==> src/rtl/sram_burst_master.sv <==
// Burst read/write initiator for the byte-wide on-chip SRAM. The SRAM samples the
// registered port on the falling edge, so each write lands half a cycle after it is registered.
//   state    | meaning
//   IDLE     | waiting for a host command
//   WRITE    | accepting write beats, one SRAM write per accepted beat
//   RD_ISSUE | read address on the SRAM port, data captured at the next edge
//   RD_HOLD  | read beat presented until the host takes it
//   DONE     | one-cycle completion pulse
module sram_burst_master #(
  parameter int ADDR_W = 8,
  parameter int DATA_W = 8
) (
  input  logic              clk,
  input  logic              reset,
  input  logic              cmd_valid,
  output logic              cmd_ready,
  input  logic              cmd_write,
  input  logic [ADDR_W-1:0] cmd_addr,
  input  logic [ADDR_W-1:0] cmd_len,
  input  logic              wr_valid,
  output logic              wr_ready,
  input  logic [DATA_W-1:0] wr_data,
  output logic              rd_valid,
  input  logic              rd_ready,
  output logic [DATA_W-1:0] rd_data,
  output logic              busy,
  output logic              done,
  output logic [ADDR_W-1:0] mem_addr,
  output logic [DATA_W-1:0] mem_wdata,
  output logic              mem_we,
  input  logic [DATA_W-1:0] mem_rdata
);

  typedef enum logic [2:0] {IDLE, WRITE, RD_ISSUE, RD_HOLD, DONE} state_t;

  state_t            state_q;
  logic [ADDR_W-1:0] addr_q;
  logic [ADDR_W-1:0] cnt_q;
  logic [ADDR_W-1:0] mem_addr_q;
  logic [DATA_W-1:0] mem_wdata_q;
  logic [DATA_W-1:0] rd_data_q;
  logic              mem_we_q;
  logic              rd_valid_q;
  logic [ADDR_W-1:0] addr_d;

  // Natural overflow gives the wrap from the top address back to zero.
  assign addr_d = addr_q + ADDR_W'(1);

  always_ff @(posedge clk or negedge reset) begin
    if (!reset) begin
      state_q     <= IDLE;
      addr_q      <= '0;
      cnt_q       <= '0;
      mem_addr_q  <= '0;
      mem_wdata_q <= '0;
      mem_we_q    <= 1'b0;
      rd_data_q   <= '0;
      rd_valid_q  <= 1'b0;
    end else begin
      case (state_q)
        IDLE: begin
          mem_we_q <= 1'b0;
          if (cmd_valid) begin
            addr_q     <= cmd_addr;
            cnt_q      <= cmd_len;
            mem_addr_q <= cmd_addr;
            state_q    <= cmd_write ? WRITE : RD_ISSUE;
          end
        end
        WRITE: begin
          if (wr_valid) begin
            mem_we_q    <= 1'b1;
            mem_addr_q  <= addr_q;
            mem_wdata_q <= wr_data;
            addr_q      <= addr_d;
            if (cnt_q == '0) state_q <= DONE;
            else             cnt_q   <= cnt_q - ADDR_W'(1);
          end else begin
            mem_we_q <= 1'b0;
          end
        end
        RD_ISSUE: begin
          mem_we_q   <= 1'b0;
          rd_data_q  <= mem_rdata;
          rd_valid_q <= 1'b1;
          state_q    <= RD_HOLD;
        end
        RD_HOLD: begin
          if (rd_valid_q && rd_ready) begin
            rd_valid_q <= 1'b0;
            if (cnt_q == '0) begin
              state_q <= DONE;
            end else begin
              cnt_q      <= cnt_q - ADDR_W'(1);
              addr_q     <= addr_d;
              mem_addr_q <= addr_d;
              state_q    <= RD_ISSUE;
            end
          end
        end
        DONE: begin
          // Last write beat (if any) has landed on the falling edge of this cycle.
          mem_we_q <= 1'b0;
          state_q  <= IDLE;
        end
        default: state_q <= IDLE;
      endcase
    end
  end

  assign cmd_ready = reset && (state_q == IDLE);
  assign busy      = (state_q != IDLE);
  assign wr_ready  = (state_q == WRITE);
  assign done      = (state_q == DONE);
  assign rd_valid  = rd_valid_q;
  assign rd_data   = rd_data_q;
  assign mem_addr  = mem_addr_q;
  assign mem_wdata = mem_wdata_q;
  assign mem_we    = mem_we_q;

endmodule

==> config.mk <==
export PLATFORM = sky130hd
export DESIGN_NAME = sram_burst_master
export DESIGN_NICKNAME = d
export VERILOG_FILES = /design/src/rtl/sram_burst_master.sv
export SDC_FILE = /design/constraint.sdc
export NUM_CORES = 1
export LEC_CHECK = 0
export ABC_AREA = 0
export CAP_MARGIN = 20
export CORE_ASPECT_RATIO = 0.75
export CORE_MARGIN = 5
export CORE_UTILIZATION = 45
export DETAILED_ROUTE_END_ITERATION = 16
export GPL_TIMING_DRIVEN = 0
export HOLD_SLACK_MARGIN = 0.15
export PLACE_DENSITY = 0.73
export SLEW_MARGIN = 20
export SYNTH_ARGS = -nofsm -noshare
export SYNTH_HDL_FRONTEND = slang
export SYNTH_SLANG_ARGS = --single-unit
==> constraint.sdc <==
create_clock -name clk -period 5.5 [get_ports clk]
set_input_delay 1.1 -clock clk [delete_from_list [all_inputs] [get_ports clk]]
set_output_delay 1.1 -clock clk [all_outputs]
set_load 0.01 [all_outputs]
Yosys cells after proc, flatten, opt, wreduce, memory -nomap -nowiden
Cells that the tools add are included.
{"block": "op_classes", "addsub": 2, "eq_ne": 9, "mux": 23, "reduce_logical": 14}
{"operator": "2-to-1 mux 8 bit", "n": 9}
{"operator": "case mux 8 bit (3 select lines)", "n": 3}
{"operator": "2-to-1 mux 3 bit", "n": 5}
{"operator": "case mux 3 bit (4 select lines)", "n": 1}
{"operator": "adder 8 x 1 -> 8 bit (second input constant)", "n": 1}
{"operator": "logical NOT 8 bit", "n": 1}
{"operator": "inequality test 2 bit (second input constant)", "n": 4}
{"operator": "AND reduction 4 bit", "n": 2}
{"operator": "subtractor 8 x 1 -> 8 bit (second input constant)", "n": 1}
{"operator": "== test 3 x 2 -> 1 bit (second input constant)", "n": 2}
{"operator": "nonzero test 3 bit", "n": 2}
{"operator": "AND reduction 5 bit", "n": 1}
{"operator": "case mux 1 bit (2 select lines)", "n": 2}
{"operator": "AND reduction 2 bit", "n": 2}
{"operator": "nonzero test 2 bit", "n": 2}
{"operator": "== test 3 x 1 -> 1 bit (second input constant)", "n": 1}
{"operator": "== test 3 bit (second input constant)", "n": 1}
{"operator": "logical NOT 3 bit", "n": 1}
{"operator": "OR reduction 3 bit", "n": 1}
{"operator": "logical AND 1 bit", "n": 2}
{"operator": "2-to-1 mux 1 bit", "n": 2}
{"operator": "2-to-1 mux 2 bit", "n": 1}
{"operator": "inequality test 2 x 1 -> 1 bit (second input constant)", "n": 1}
{"block": "totals", "regBits": 45, "wordCells": 56}

Depth between registers and ports, before layout
{"block": "depth", "ltp_word": 4, "ltp_mapped": 7, "mapped_depth_nobuf": 6}

Worst setup path before layout
Ideal clock, no wire load.
{"block": "synth_path", "path_type": "flip-flop to output port", "start": "reg state_q[1]", "end": "out cmd_ready", "stages_incl_launch_ff": 5, "t_arrival_ns": 1.405, "setup_slack_ns": 2.995, "path_cell_list": "dfrtp_1 -> buf_2 -> buf_1 -> or3_1 -> nor2_1"}
{"block": "synth_via", "elab_chain_len": 2}
{"item": "from (decl)", "line": "36", "source": "state_t state_q;"}
{"item": "from (signal assigned)", "line": "67", "source": "state_q <= cmd_write ? WRITE : RD_ISSUE;"}
{"item": "logical NOT 3 bit", "line": "111", "source": "assign cmd_ready = reset && (state_q == IDLE);"}
{"item": "logical AND 1 bit", "line": "111"}
{"item": "to (decl)", "line": "16", "source": "output logic cmd_ready,"}
Every way passes these cells.

Worst setup path in the final report
{"block": "layout_path", "start": "in reset", "end": "out cmd_ready"}
{"block": "layout_via", "elab_chain_len": 1}
{"item": "from (decl)", "line": "14", "source": "input logic reset,"}
{"item": "logical AND 1 bit", "line": "111"}
Every way passes these cells.

==> results by group <==
Yosys
  – Most area-hungry cell type in the Yosys netlist: sky130_fd_sc_hd__dfrtp_1
  – Number of unique standard cell types used by synthesis: 58
  – Fraction of synthesized area in multiplexers: 12.4%
  – Syn avg cell area: 10.4 um^2
  – Number of enable flip-flop cells after synthesis: 0
  – Synthesized flop and latch total: 45
  – Post-Synth Simple-Gate Area: 13.6%
  – Mapped Area: 2600 um^2
  – Seq/Total Area, Yosys: 43.3%
  – Largest family of logic cells by synthesized area: compound AO/OA/AOI/OAI gates
  – Area share of the leading cell type in the synthesized netlist: 43.3%
  – Post-Syn Instances: 251
  – Compound-cell area share of the yosys netlist: 22.9%
  – Main flop type after synthesis: sky130_fd_sc_hd__dfrtp_1
  – XOR/XNOR share of the synthesized area: 1.01%
  – Count of warnings emitted by yosys: 0
  – Syn_nets: 292
  – Area share of fa/ha/maj cells after synthesis: 1.83%
  – Ys async rst share: 100%
  – Cell types with the largest area share after synthesis: sky130_fd_sc_hd__dfrtp_1, sky130_fd_sc_hd__mux2_2, sky130_fd_sc_hd__a21oi_1

Floorplan
  – Chip width: 97.8 um
  – Core outline area: 5710 um^2
  – Placement Rows: 24
  – Starting density of the core: 45.6%
  – Floorplan die area: 7420 um^2
  – Chip height: 75.8 um
  – IO Count: 68

Final layout
  – Post-route non-filler standard cell count: 405
  – Count of fill cells added during filler insertion: 492
  – Number of nets in the layout: 367
  – Fraction of final layout cells with drive strength greater than 1: 16.5%
  – Diodes inserted: 0
  – Syn-to-layout area delta: 33.3%
  – Final core utilization: 60.8%

Placement
  – IO buf count: 67
  – Instance count after placement with tap cells included: 397
  – Half-perimeter wire length of the detailed placement result: 4860 um
  – Gp weighted congestion: 0.843

Timing
  – Setup TNS after final layout: 0 ps
  – Final Critical Period: 3600 ps
  – Transition time of the tightest slew-check pin: 502 ps
  – Fmax: 0.278 GHz
  – Period Utilization, post-route: 65.5%
  – Number of failing hold endpoints at the final stage: 0
  – Setup repair after global routing missed its margin: no
  – Pins over their slew limit: 0
  – Worst relative slew slack: 66.5%
  – Endpoints failing setup: 0
  – Worst clock skew: 8.47 ps

Global routing
  – Vias in the first global route: 2193
  – Combined global-route utilization of all metal layers: 18.9%
  – Pin count of the biggest net entering global routing: 28
  – Initial antenna violation count: 0
  – Overall overflow remaining after global route: 0
  – Wire length of the first global-routing pass: 11200 um

Clock tree
  – Worst skew pair latency: 300 ps
  – Clock sink count: 45
  – Number of setup buffers added after CTS: 0
  – Maximum count of clock buffers along a single path: 2
  – CTS buffer count: 5
  – Number of hold buffers added after cts: 0
  – Gates resized, CTS repair: 0
  – # H-tree levels: 2
  – Clock edge transition at the registers on the reported setup and hold paths: 80 ps
  – TritonCTS clock tree: done
  – Root buffer cell: sky130_fd_sc_hd__clkbuf_8

Drt
  – Initial DRC count: 130
  – Total length of routed wires: 6740 um
  – Vias: 2270
  – Remaining routing DRC violations: 0
  – Number of search-and-repair iterations in the first detailed-routing pass: 4
  – Number of vias per cell after detailed routing: 5.60
  – Per-cell routed wire length: 16.6 um
  – Antenna-violating nets left: 0

Setup path
  – Path depth of the worst reg2reg path: 6
  – Class of the most critical setup path: in -> out
  – Depth of the critical timing path with buffers and inverters included: 5
  – Cell with the biggest individual delay on the critical path: sky130_fd_sc_hd__clkdlybuf4s50_1
  – Top Family by Delay on Critical Path: buffers and inverters
  – Critical path required time: 4400 ps
  – Startpoint class of the critical path: input pin
  – Worst Path Buf+Inv: 4
  – CP Capture Type: primary output
  – Critical Path Fanout Max: 27
  – Crit path cell chain: buf_2 -> buf_12 -> inv_1 -> nor2_1 -> clkdlybuf4s50_1
  – Signal arrival time at the worst endpoint: 2500 ps
  – Largest stage delay on the critical path: 560 ps

Pwr
  – Maximum resistive drop on vdd: 315 uV
  – Cell Pwr Density: 606 nW/um^2
  – Static leakage: 1.39 nW

Min path
  – Cells on Worst Hold Path: 1
  – Hold crit path type: reg -> reg

Job
  – Max-cap check violation count: 0

Run status
  – Status: completed
[report_power, final]
part / internal (W) / switching (W)
clock network: 0.0000883 / 0.000114
logic: 0.000651 / 0.000625
registers: 0.000499 / 0.000123
total: 0.00124 / 0.000862
[stage by stage]
step                setup WS, ps  cell area [um^2]  power, W  hold slack, ps
finish                      1900              3470   0.00210             485
global route                1710              3470   0.00226             502
CTS                         1850              3470   0.00211             489
detailed placement          1840              3380   0.00190             470
global placement             441              3370   0.00187             468
floorplan                   2990              2600   0.00145             480
[area by class of cell]
type                            instances  area (um^2)  area share [%]
Sequential cell                        45         1130            32.5
Inverter                                6         22.5           0.650
Clock buffer                            6         72.6            2.09
Timing Repair Buffer                   68          686            19.8
Tap cell                               78         97.6            2.81
Buffer                                 20          108            3.10
Multi-Input combinational cell        180         1350            38.8
Clock inverter                          2         10.0           0.289
[worst paths after layout]
kind                       startpoint     endpoint  slack [ps]
max in group asynchronous       reset     cnt_q[0]        4230
max reg2reg                state_q[0]  mem_addr[3]        3430
max                             reset    cmd_ready        1900
min reg2reg                    mem_we       mem_we         490
min                            mem_we       mem_we         490
min in group asynchronous       reset     cnt_q[3]         750
[synthesized netlist by cell type (2+ instances only)]
master / number
sky130_fd_sc_hd__dfrtp_1: 45
sky130_fd_sc_hd__mux2_2: 21
sky130_fd_sc_hd__a21oi_1: 20
sky130_fd_sc_hd__nor2_1: 19
sky130_fd_sc_hd__o21ai_0: 10
sky130_fd_sc_hd__clkbuf_1: 9
sky130_fd_sc_hd__a31oi_1: 7
sky130_fd_sc_hd__nand2_1: 7
sky130_fd_sc_hd__inv_1: 6
sky130_fd_sc_hd__o22a_1: 6
sky130_fd_sc_hd__nand3_1: 5
sky130_fd_sc_hd__o41ai_1: 5
sky130_fd_sc_hd__or3_1: 5
sky130_fd_sc_hd__buf_2: 4
sky130_fd_sc_hd__mux2i_1: 4
sky130_fd_sc_hd__nor3_1: 4
sky130_fd_sc_hd__o21ai_1: 4
sky130_fd_sc_hd__a21o_1: 3
sky130_fd_sc_hd__a22oi_1: 3
sky130_fd_sc_hd__a41oi_1: 3
sky130_fd_sc_hd__and2_1: 3
sky130_fd_sc_hd__and3_1: 3
sky130_fd_sc_hd__buf_1: 3
sky130_fd_sc_hd__ha_1: 3
sky130_fd_sc_hd__mux2_4: 3
sky130_fd_sc_hd__nand4_1: 3
sky130_fd_sc_hd__o21a_1: 3
sky130_fd_sc_hd__o22a_2: 3
sky130_fd_sc_hd__buf_6: 2
sky130_fd_sc_hd__nand2b_1: 2
sky130_fd_sc_hd__nor2_2: 2
sky130_fd_sc_hd__nor3b_1: 2
sky130_fd_sc_hd__o211ai_1: 2
sky130_fd_sc_hd__o31ai_1: 2
sky130_fd_sc_hd__xor2_1: 2
[state kept, by name, summed over array words and instances (netlist names)]
| name | flops |
|---|---|
| cnt_q | 8 |
| mem_addr | 8 |
| addr_q | 8 |
| rd_data | 8 |
| mem_wdata | 8 |
| mem_we | 1 |
| state_q | 3 |
| rd_valid | 1 |
[routing by layer]
layer	share of wire [%]	track usage (%)	wire length, um
met4	1.0	5.22	70
met2	43	28.7	2930
met5	0	0	0
met3	8.5	6.86	570
met1	47	25.8	3170
[kinds of logic (layout without fill, tap and decap cells)]
group	Yosys count	count (layout)
buf+inv	26	102
flops	45	45
simple gates	64	64
compound gates	81	81
fa+ha+maj	4	4
xor+xnor	3	3
mux	28	28
[worst reg2reg max path, stage by stage, from the launching register on]
cell	delay, ps
sky130_fd_sc_hd__dfrtp_1	460
sky130_fd_sc_hd__mux2i_1	270
sky130_fd_sc_hd__nand2b_1	130
sky130_fd_sc_hd__clkbuf_1	370
sky130_fd_sc_hd__o2bb2ai_4	240
sky130_fd_sc_hd__buf_8	190
sky130_fd_sc_hd__mux2_4	300
[layout by cell type, fill, tap and decap left out, types with 2 or more instances in the layout]
cell type,Yosys,routed
sky130_fd_sc_hd__a21o_1,3,3
sky130_fd_sc_hd__clkbuf_8,0,5
sky130_fd_sc_hd__o31ai_1,2,2
sky130_fd_sc_hd__buf_2,4,5
sky130_fd_sc_hd__nand3_1,5,5
sky130_fd_sc_hd__buf_6,2,2
sky130_fd_sc_hd__o21ai_0,10,10
sky130_fd_sc_hd__clkdlybuf4s50_1,0,66
sky130_fd_sc_hd__o21ai_1,4,4
sky130_fd_sc_hd__and2_1,3,3
sky130_fd_sc_hd__nor3_1,4,4
sky130_fd_sc_hd__o22a_1,6,6
sky130_fd_sc_hd__a21oi_1,20,20
sky130_fd_sc_hd__a41oi_1,3,3
sky130_fd_sc_hd__nand2_1,7,7
sky130_fd_sc_hd__buf_1,3,3
sky130_fd_sc_hd__dfrtp_1,45,45
sky130_fd_sc_hd__mux2_4,3,3
sky130_fd_sc_hd__a22oi_1,3,3
sky130_fd_sc_hd__o41ai_1,5,5
sky130_fd_sc_hd__a31oi_1,7,7
sky130_fd_sc_hd__mux2i_1,4,4
sky130_fd_sc_hd__nor3b_1,2,2
sky130_fd_sc_hd__ha_1,3,3
sky130_fd_sc_hd__nor2_1,19,19
sky130_fd_sc_hd__nand2b_1,2,2
sky130_fd_sc_hd__o211ai_1,2,2
sky130_fd_sc_hd__o21a_1,3,3
sky130_fd_sc_hd__mux2_2,21,21
sky130_fd_sc_hd__clkbuf_1,9,10
sky130_fd_sc_hd__inv_1,6,6
sky130_fd_sc_hd__nand4_1,3,3
sky130_fd_sc_hd__clkinv_2,0,2
sky130_fd_sc_hd__or3_1,5,5
sky130_fd_sc_hd__and3_1,3,3
sky130_fd_sc_hd__o22a_2,3,3
sky130_fd_sc_hd__xor2_1,2,2
sky130_fd_sc_hd__nor2_2,2,2
Note: power is estimated with default switching activity, not from simulation.
